===== src/rtl/sprite_rom_arbiter_if.sv =====
// rtl/sprite_rom_arbiter_if.sv - requester and SpriteROM signal bundle for sprite_rom_arbiter
// slave is the arbiter side; master is the requester/ROM side.
interface sprite_rom_arbiter_if #(
  parameter int NUM_REQ = 4
);
  logic [NUM_REQ-1:0]   req_valid;
  logic [4*NUM_REQ-1:0] req_sprite_ID;
  logic [2*NUM_REQ-1:0] req_orientation;
  logic [3*NUM_REQ-1:0] req_line_index;
  logic [NUM_REQ-1:0]   gnt;
  logic [NUM_REQ-1:0]   done;
  logic [8*NUM_REQ-1:0] line_data;
  logic                 busy;
  logic                 rom_read_enable;
  logic [3:0]           rom_sprite_ID;
  logic [1:0]           rom_orientation;
  logic [2:0]           rom_line_index;
  logic [7:0]           rom_data;

  modport slave (
    input  req_valid, req_sprite_ID, req_orientation, req_line_index, rom_data,
    output gnt, done, line_data, busy,
           rom_read_enable, rom_sprite_ID, rom_orientation, rom_line_index
  );

  modport master (
    output req_valid, req_sprite_ID, req_orientation, req_line_index, rom_data,
    input  gnt, done, line_data, busy,
           rom_read_enable, rom_sprite_ID, rom_orientation, rom_line_index
  );
endinterface


===== src/rtl/sprite_rom_arbiter.sv =====
// rtl/sprite_rom_arbiter.sv - round-robin arbiter and read sequencer for the shared SpriteROM port
// One transaction in flight: IDLE select -> READ -> WAIT (ROM_LATENCY-1) -> CAPTURE -> IDLE.
module sprite_rom_arbiter #(
  parameter int NUM_REQ     = 4,
  parameter int ROM_LATENCY = 1
) (
  input  logic                 clk,
  input  logic                 reset,
  sprite_rom_arbiter_if.slave  bus
);
  localparam int IDX_W = $clog2(NUM_REQ);
  localparam logic [1:0] WAIT_LOAD = (ROM_LATENCY > 1) ? 2'(ROM_LATENCY - 2) : 2'd0;

  typedef enum logic [1:0] {S_IDLE, S_READ, S_WAIT, S_CAPTURE} state_t;

  state_t               r_state;
  state_t               w_next_state;
  logic [IDX_W-1:0]     r_rr_ptr;
  logic [IDX_W-1:0]     r_winner;
  logic [IDX_W-1:0]     w_winner;
  logic [IDX_W-1:0]     w_cand;
  logic                 w_found;
  logic [1:0]           r_wait_cnt;
  logic [NUM_REQ-1:0]   r_gnt;
  logic [NUM_REQ-1:0]   r_done;
  logic [8*NUM_REQ-1:0] r_line_data;
  logic [3:0]           r_rom_sprite_ID;
  logic [1:0]           r_rom_orientation;
  logic [2:0]           r_rom_line_index;
  logic [3:0]           w_sel_id;
  logic [1:0]           w_sel_orient;
  logic [2:0]           w_sel_line;

  // Search starts at r_rr_ptr and wraps; first valid requester wins.
  always_comb begin
    w_found  = 1'b0;
    w_winner = '0;
    w_cand   = '0;
    for (int k = 0; k < NUM_REQ; k++) begin
      w_cand = IDX_W'((int'(r_rr_ptr) + k) % NUM_REQ);
      if (!w_found && bus.req_valid[w_cand]) begin
        w_found  = 1'b1;
        w_winner = w_cand;
      end
    end
  end

  always_comb begin
    w_sel_id     = '0;
    w_sel_orient = '0;
    w_sel_line   = '0;
    for (int i = 0; i < NUM_REQ; i++) begin
      if (w_winner == IDX_W'(i)) begin
        w_sel_id     = bus.req_sprite_ID[4*i +: 4];
        w_sel_orient = bus.req_orientation[2*i +: 2];
        w_sel_line   = bus.req_line_index[3*i +: 3];
      end
    end
  end

  always_ff @(posedge clk) begin
    if (reset) begin
      r_state <= S_IDLE;
    end else begin
      r_state <= w_next_state;
    end
  end

  always_comb begin
    w_next_state = r_state;
    case (r_state)
      S_IDLE:    if (w_found) w_next_state = S_READ;
      S_READ:    w_next_state = (ROM_LATENCY == 1) ? S_CAPTURE : S_WAIT;
      S_WAIT:    if (r_wait_cnt == 2'd0) w_next_state = S_CAPTURE;
      S_CAPTURE: w_next_state = S_IDLE;
      default:   w_next_state = S_IDLE;
    endcase
  end

  always_ff @(posedge clk) begin
    if (reset) begin
      r_rr_ptr          <= '0;
      r_winner          <= '0;
      r_wait_cnt        <= '0;
      r_gnt             <= '0;
      r_done            <= '0;
      r_line_data       <= '0;
      r_rom_sprite_ID   <= '0;
      r_rom_orientation <= '0;
      r_rom_line_index  <= '0;
    end else begin
      r_gnt  <= '0;
      r_done <= '0;
      case (r_state)
        S_IDLE: begin
          if (w_found) begin
            r_winner          <= w_winner;
            r_gnt             <= NUM_REQ'(1) << w_winner;
            r_rom_sprite_ID   <= w_sel_id;
            r_rom_orientation <= w_sel_orient;
            r_rom_line_index  <= w_sel_line;
          end
        end
        S_READ: r_wait_cnt <= WAIT_LOAD;
        S_WAIT: if (r_wait_cnt != 2'd0) r_wait_cnt <= r_wait_cnt - 2'd1;
        S_CAPTURE: begin
          for (int i = 0; i < NUM_REQ; i++) begin
            if (r_winner == IDX_W'(i)) r_line_data[8*i +: 8] <= bus.rom_data;
          end
          r_done   <= NUM_REQ'(1) << r_winner;
          r_rr_ptr <= (r_winner == IDX_W'(NUM_REQ - 1)) ? '0 : r_winner + 1'b1;
        end
        default: ;
      endcase
    end
  end

  assign bus.gnt             = r_gnt;
  assign bus.done            = r_done;
  assign bus.line_data       = r_line_data;
  assign bus.busy            = (r_state != S_IDLE);
  assign bus.rom_read_enable = (r_state != S_IDLE);
  assign bus.rom_sprite_ID   = r_rom_sprite_ID;
  assign bus.rom_orientation = r_rom_orientation;
  assign bus.rom_line_index  = r_rom_line_index;
endmodule


===== src/flat_wrapper.sv =====
// flat-port wrapper written by rule: the top's interface ports become plain ports
module sprite_rom_arbiter_flat 
#(
  parameter int NUM_REQ     = 4,
  parameter int ROM_LATENCY = 1
)
  (clk, reset, bus_req_valid, bus_req_sprite_ID, bus_req_orientation, bus_req_line_index, bus_rom_data, bus_gnt, bus_done, bus_line_data, bus_busy, bus_rom_read_enable, bus_rom_sprite_ID, bus_rom_orientation, bus_rom_line_index);
  sprite_rom_arbiter_if #(.NUM_REQ(NUM_REQ)) bus_i ();
  input  logic clk;
  input  logic reset;
  input wire logic [$bits(bus_i.req_valid)-1:0] bus_req_valid;
  input wire logic [$bits(bus_i.req_sprite_ID)-1:0] bus_req_sprite_ID;
  input wire logic [$bits(bus_i.req_orientation)-1:0] bus_req_orientation;
  input wire logic [$bits(bus_i.req_line_index)-1:0] bus_req_line_index;
  input wire logic [$bits(bus_i.rom_data)-1:0] bus_rom_data;
  output wire logic [$bits(bus_i.gnt)-1:0] bus_gnt;
  output wire logic [$bits(bus_i.done)-1:0] bus_done;
  output wire logic [$bits(bus_i.line_data)-1:0] bus_line_data;
  output wire logic [$bits(bus_i.busy)-1:0] bus_busy;
  output wire logic [$bits(bus_i.rom_read_enable)-1:0] bus_rom_read_enable;
  output wire logic [$bits(bus_i.rom_sprite_ID)-1:0] bus_rom_sprite_ID;
  output wire logic [$bits(bus_i.rom_orientation)-1:0] bus_rom_orientation;
  output wire logic [$bits(bus_i.rom_line_index)-1:0] bus_rom_line_index;
  assign bus_i.req_valid = bus_req_valid;
  assign bus_i.req_sprite_ID = bus_req_sprite_ID;
  assign bus_i.req_orientation = bus_req_orientation;
  assign bus_i.req_line_index = bus_req_line_index;
  assign bus_i.rom_data = bus_rom_data;
  assign bus_gnt = bus_i.gnt;
  assign bus_done = bus_i.done;
  assign bus_line_data = bus_i.line_data;
  assign bus_busy = bus_i.busy;
  assign bus_rom_read_enable = bus_i.rom_read_enable;
  assign bus_rom_sprite_ID = bus_i.rom_sprite_ID;
  assign bus_rom_orientation = bus_i.rom_orientation;
  assign bus_rom_line_index = bus_i.rom_line_index;
  sprite_rom_arbiter #(.NUM_REQ(NUM_REQ), .ROM_LATENCY(ROM_LATENCY)) u_core (.clk(clk), .reset(reset), .bus(bus_i));
endmodule

===== config.mk =====
export PLATFORM = sky130hd
export DESIGN_NAME = sprite_rom_arbiter_flat
export DESIGN_NICKNAME = d
export VERILOG_FILES = /design/src/rtl/sprite_rom_arbiter_if.sv /design/src/rtl/sprite_rom_arbiter.sv /design/src/flat_wrapper.sv
export SDC_FILE = /design/constraint.sdc
export NUM_CORES = 1
export LEC_CHECK = 0
export BUFFER_PORTS_ARGS = -buffer_cell sky130_fd_sc_hd__buf_4
export CORE_MARGIN = 4
export CORE_UTILIZATION = 30
export DETAILED_ROUTE_END_ITERATION = 8
export PLACE_DENSITY = 0.58
export SYNTH_ARGS = -nofsm -noshare
export SYNTH_HDL_FRONTEND = slang
export SYNTH_SLANG_ARGS = --single-unit

===== constraint.sdc =====
create_clock -name clk -period 2 [get_ports clk]
set_input_delay 0.2 -clock clk [delete_from_list [all_inputs] [get_ports clk]]
set_output_delay 0.2 -clock clk [all_outputs]
set_load 0.02 [all_outputs]

==> results of run 1 <==
critical path: stages, from the launching register on:
cell and delay (ns):
dfxtp_1 0.46, mux2i_1 0.22, nor2_1 0.08, a311oi_4 0.31, buf_12 0.22, mux2i_1 0.22
o221ai_1 0.13
where the power goes:
part	switching, mW	internal (mW)	leakage [nW]	total [mW]
Combinational	0.261	0.224	0.931	0.485
Sequential	0.0369	1.19	0.462	1.22
Clock	0.472	0.440	0.0818	0.912
Total	0.770	1.85	1.48	2.62
metrics by stage:
| step | instances | utilization | hold slack [ns] | worst slack [ns] |
|---|---|---|---|---|
| after floorplan | 282 | - | 0.348 | 0.302 |
| after global placement | 469 | 0.420 | 0.445 | 0.285 |
| after detailed placement | 469 | 0.420 | 0.449 | 0.207 |
| after CTS | 485 | 0.441 | 0.135 | 0.194 |
| after global routing | 485 | 0.441 | 0.145 | 0.0648 |
| final | 485 | 0.441 | 0.151 | 0.214 |
cell usage after synthesis, types with 2 or more instances:
cell	number	area (um2)
nand2b_1	4	25.0
inv_1	11	41.3
a21oi_1	40	200
mux2i_1	23	230
nand2_1	47	176
clkbuf_1	12	45.0
buf_2	2	10.0
o221ai_1	8	70.1
ha_1	10	125
buf_1	2	7.51
and3_1	2	12.5
nor2_1	20	75.1
dfxtp_1	57	1140
nor2b_1	3	18.8
nand3_1	32	160
cells by family (layout without fill, tap and decap cells):
| logic type | after synthesis | count (layout) | synth area share |
|---|---|---|---|
| buffers and inverters | 30 | 131 | 0.0564 |
| AO/OA/AOI/OAI | 53 | 53 | 0.137 |
| flip-flops | 57 | 57 | 0.467 |
| multiplexers | 23 | 23 | 0.0943 |
| adder cells (fa/ha/maj) | 10 | 10 | 0.0512 |
| AND/OR/NAND/NOR | 109 | 109 | 0.194 |
final timing paths:
path | to | startpoint | cells past startpoint
setup reg to reg | u_core.bus.rom_sprite_ID[0] | u_core.r_rr_ptr[1] | 6
hold / removal | u_core.bus.rom_orientation[1] | bus_req_orientation[1] | 3
hold reg to reg | u_core.bus.line_data[12] | u_core.bus.line_data[12] | 2
setup / recovery | u_core.bus.rom_sprite_ID[0] | u_core.r_rr_ptr[1] | 6
sequential cells by signal, indices dropped and copies added, names as in the netlist:
register,flops
u_core.bus.gnt,4
u_core.bus.rom_orientation,2
u_core.bus.rom_line_index,3
u_core.bus.rom_sprite_ID,4
u_core.r_winner,2
u_core.r_rr_ptr,2
u_core.r_wait_cnt,2
u_core.bus.done,4
u_core.r_state,2
u_core.bus.line_data,32
routing by layer:
layer  track usage  share of wire  vias up  routed length (um)
met1         0.182           0.43     1018                2920
met2         0.214           0.44      104                2960
met5             0              0        -                   0
met3        0.0750           0.12        8                 842
met4        0.0378         0.0090        0                  61
li1              -              -     1157                   -
area by class of cell:
cell class / instances / area share
clock buffers: 10 / 0.0371
clock inverters: 6 / 0.0102
inverters: 11 / 0.0120
multi-input cells: 195 / 0.338
flip-flops and latches: 57 / 0.332
well taps: 102 / 0.0371
repair buffers: 104 / 0.234
==> metrics.txt, run 1 <==
status=finished, final reports clean; most frequent cells in the layout=buf_4, dfxtp_1, nand2_1, a21oi_1, nand3_1; r2r setup slk=0.21 ns; largest net degree at the start of global routing=40; CTS Buf Count=9; Max Fclk=560 MHz; Chip Height=98.2 um; Area Overhead vs Synth=40.9%; Via density=4.72; Clock Pin Slew Worst Setup and Hold Paths=0.07 ns; Leak=1.48 nW; count of final hold-check violations=0; Avg WL per Cell=14.0 um; Final nets=438; Inserted Diodes=0; Post-Synthesis Cells=282; Post-DP Area=0.00328 mm2; Starting Density=0.313; crit path DAT=1.98 ns; Placer Congestion=0.727; vias in the first global route=2,262; post-CTS setup buffers=0; yosys warns=0; final setup fails=0; Hold Path Class=in -> reg; clk_lat worst skew=0.33 ns; total number of vias=2,287; Final Skew=0.00622 ns; Multi-input gate area=0.00116 mm2; Post-DRT Antenna Nets=0; Fillers=792; CTS tree=done; share of cells above drive strength 1=0.316; Avg Cell Area, Syn=8.66 um2; htree depth=3; commonest non-fill, non-tap cell in the layout=buf_4; cts repair resizes=0; register area share after synthesis=0.467; post-route cell area=0.00344 mm2; drt total wl=6790 um; Slew HR=0.683; CP startpoint kind=flop; Root Driver=clkbuf_8; Register Area=0.00114 mm2; pwr dens=761 mW/mm2; Setup TNS Final=0 ns; row cnt=32; initial antenna violation count=0; Peak supply drop=0.267 mV; Post-DP HPWL=4980 um; Total Power=2.62 mW; clock sink total=57; fin crit share=0.893; DRC=0; critical path required time=2.20 ns; io pins=101; Die Footprint=0.00965 mm2; Netlist cell types=24; Tot GR Track Use=0.143; Setup CP Type=reg -> reg; Main synth FF type=dfxtp_1; post-route minimum period=1.79 ns; clock tree buffer depth=2; Initial DRC Count=83; Post-Synthesis Cell Area=0.00244 mm2; Buffers on Ports=100; post-synthesis register bit count=57; CORE AREA=0.00781 mm2; async set-reset flop share out of synthesis=0; total grt overflow=0; Final Max Tran Viols=0; CP Max Fanout=22; Slew @ Worst Pin=0.475 ns; first-pass GRT wire length=11,000 um; Post-synth EDFFs=0; max cap viols=0; RSZ-0062 raised after global routing=no; Die Wd=98.2 um; Post-Syn Nets=342; Pre-antenna DRT Iters=4; CTS hold repair buffers=0; Crit. End Element=flop
Note: power is estimated with default switching activity, not from simulation.
==> run 2: changes to the inputs <==
- CORE_ASPECT_RATIO: not set -> 1.1
==> metrics.txt, run 2 (synthesis gave the netlist of run 1 again) <==
Die Footprint=0.00965 mm2; Post-DP HPWL=4870 um; Crit. Startpoint=u_core.r_rr_ptr[1]; post-route minimum period=1.83 ns; Slew @ Worst Pin=0.470 ns; r2r startpoint=u_core.r_rr_ptr[1]; CP Max Fanout=22; Clock Pin Slew Worst Setup and Hold Paths=0.07 ns; max reg flops=32; Pre-antenna DRT Iters=4; Setup TNS Final=0 ns; most frequent cells in the layout=buf_4, dfxtp_1, nand2_1, a21oi_1, nand3_1; Leak=1.48 nW; fin worst setup slack=0.174 ns; CTS Buf Count=9; share of cells above drive strength 1=0.314; CP startpoint kind=flop; Area Overhead vs Synth=42.0%; CORE AREA=0.00791 mm2; Critical Path End=u_core.bus.rom_sprite_ID[0]; count of final hold-check violations=0; Initial DRC Count=58; switching pwr=0.731 mW; Placer Congestion=0.735; commonest non-fill, non-tap cell in the layout=buf_4; largest net degree at the start of global routing=37; Sw Ratio=0.272; Die Wd=94.0 um; fin cells=490; io pins=101; Buffers on Ports=100; Flop pwr share=0.455; CTS hold repair buffers=0; reg2reg path depth=6; total number of vias=2,289; Final Skew=0.00761 ns; fin crit share=0.913; RSZ-0062 raised after global routing=no; final setup fails=0; critical path required time=2.18 ns; Post-DRT Antenna Nets=0; Avg WL per Cell=13.5 um; DRC=0; cts repair resizes=0; Final nets=438; Setup CP Type=reg -> reg; first-pass GRT wire length=10,700 um; vias in the first global route=2,204; r2r endpoint=u_core.bus.rom_sprite_ID[0]; Crit. End Element=flop; Post-DP Area=0.00329 mm2; Final Max Tran Viols=0; placed cells=475; Slew HR=0.687; initial antenna violation count=0; Chip Height=103 um; CTS tree=done; Root Driver=clkbuf_8; total grt overflow=0; max cap viols=0; row cnt=34; Peak supply drop=0.272 mV; Logic pwr share=0.181; Inserted Diodes=0; Max Fclk=548 MHz; r2r setup slk=0.17 ns; post-CTS setup buffers=0; post-route cell area=0.00347 mm2; clk_lat worst skew=0.33 ns; htree depth=3; clock share of power=0.363; clock sink total=57; Starting Density=0.309; crit path DAT=2.01 ns; internal power=1.95 mW; drt total wl=6600 um; Tot GR Track Use=0.143; pwr dens=774 mW/mm2; Hold Path Class=in -> reg; clock tree buffer depth=2; Via density=4.67; status=finished, final reports clean; worst slack at placement=0.177 ns
==> run 2: cell count changes in the layout (fill, tap and decap cells not counted) <==
cell        previous run  this run
clkbuf_8               9        12
clkinv_2               4         1
clkinvlp_4             2         1
==> run 2: metrics by stage <==
| step | hold slack [ns] | util | power [mW] |
|---|---|---|---|
| global placement | 0.443 | 0.415 | 1.74 |
| floorplan | 0.348 | - | 1.52 |
| finish | 0.135 | 0.438 | 2.69 |
| detailed placement | 0.447 | 0.415 | 1.74 |
| CTS | 0.127 | 0.438 | 2.73 |
| global route | 0.140 | 0.438 | 2.84 |
==> run 2: worst min-delay path by stage <==
stage | start | to | slack (ns) | cells past startpoint
floorplan | bus_rom_data[3] | u_core.bus.line_data[11] | 0.35 | 2
global route | reset | u_core.bus.line_data[26] | 0.14 | 2
detailed placement | u_core.bus.line_data[14] | u_core.bus.line_data[14] | 0.45 | 2
global placement | u_core.bus.line_data[14] | u_core.bus.line_data[14] | 0.44 | 2
finish | reset | u_core.bus.line_data[28] | 0.14 | 2
CTS | reset | u_core.bus.line_data[28] | 0.13 | 2
==> run 2: power groups by stage <==
stage | clock network (mW) | registers [mW] | logic [mW]
6_report | 0.976 | 1.22 | 0.487
5_1_grt | 1.08 | 1.23 | 0.536
4_1_cts | 1.01 | 1.22 | 0.494
3_5_place_dp | 0 | 1.25 | 0.494
3_3_place_gp | 0 | 1.25 | 0.488
2_1_floorplan | 0 | 1.29 | 0.233
==> run 2: worst max-delay path, cell delays in order (launching register included) <==
cell      delay, ns
dfxtp_1        0.46
mux2i_1        0.24
nor2_1         0.08
a311oi_4       0.30
buf_12         0.22
mux2i_1        0.23
o221ai_1       0.14
==> run 2: per-layer routing <==
metal,wire (um),track usage,vias up
met5,0,0,-
li1,-,-,1158
met1,2960,0.182,1023
met4,102,0.0567,0
met3,654,0.0577,10
met2,2890,0.218,98
==> run 2: cell type report <==
| class | instances | area, um2 |
|---|---|---|
| Clock inverter | 2 | 12.5 |
| Fill cell | 830 | 4440 |
| Timing Repair Buffer | 104 | 806 |
| Multi-Input combinational cell | 195 | 1160 |
| Clock buffer | 13 | 169 |
| Tap cell | 108 | 135 |
| Sequential cell | 57 | 1140 |
| Inverter | 11 | 41.3 |
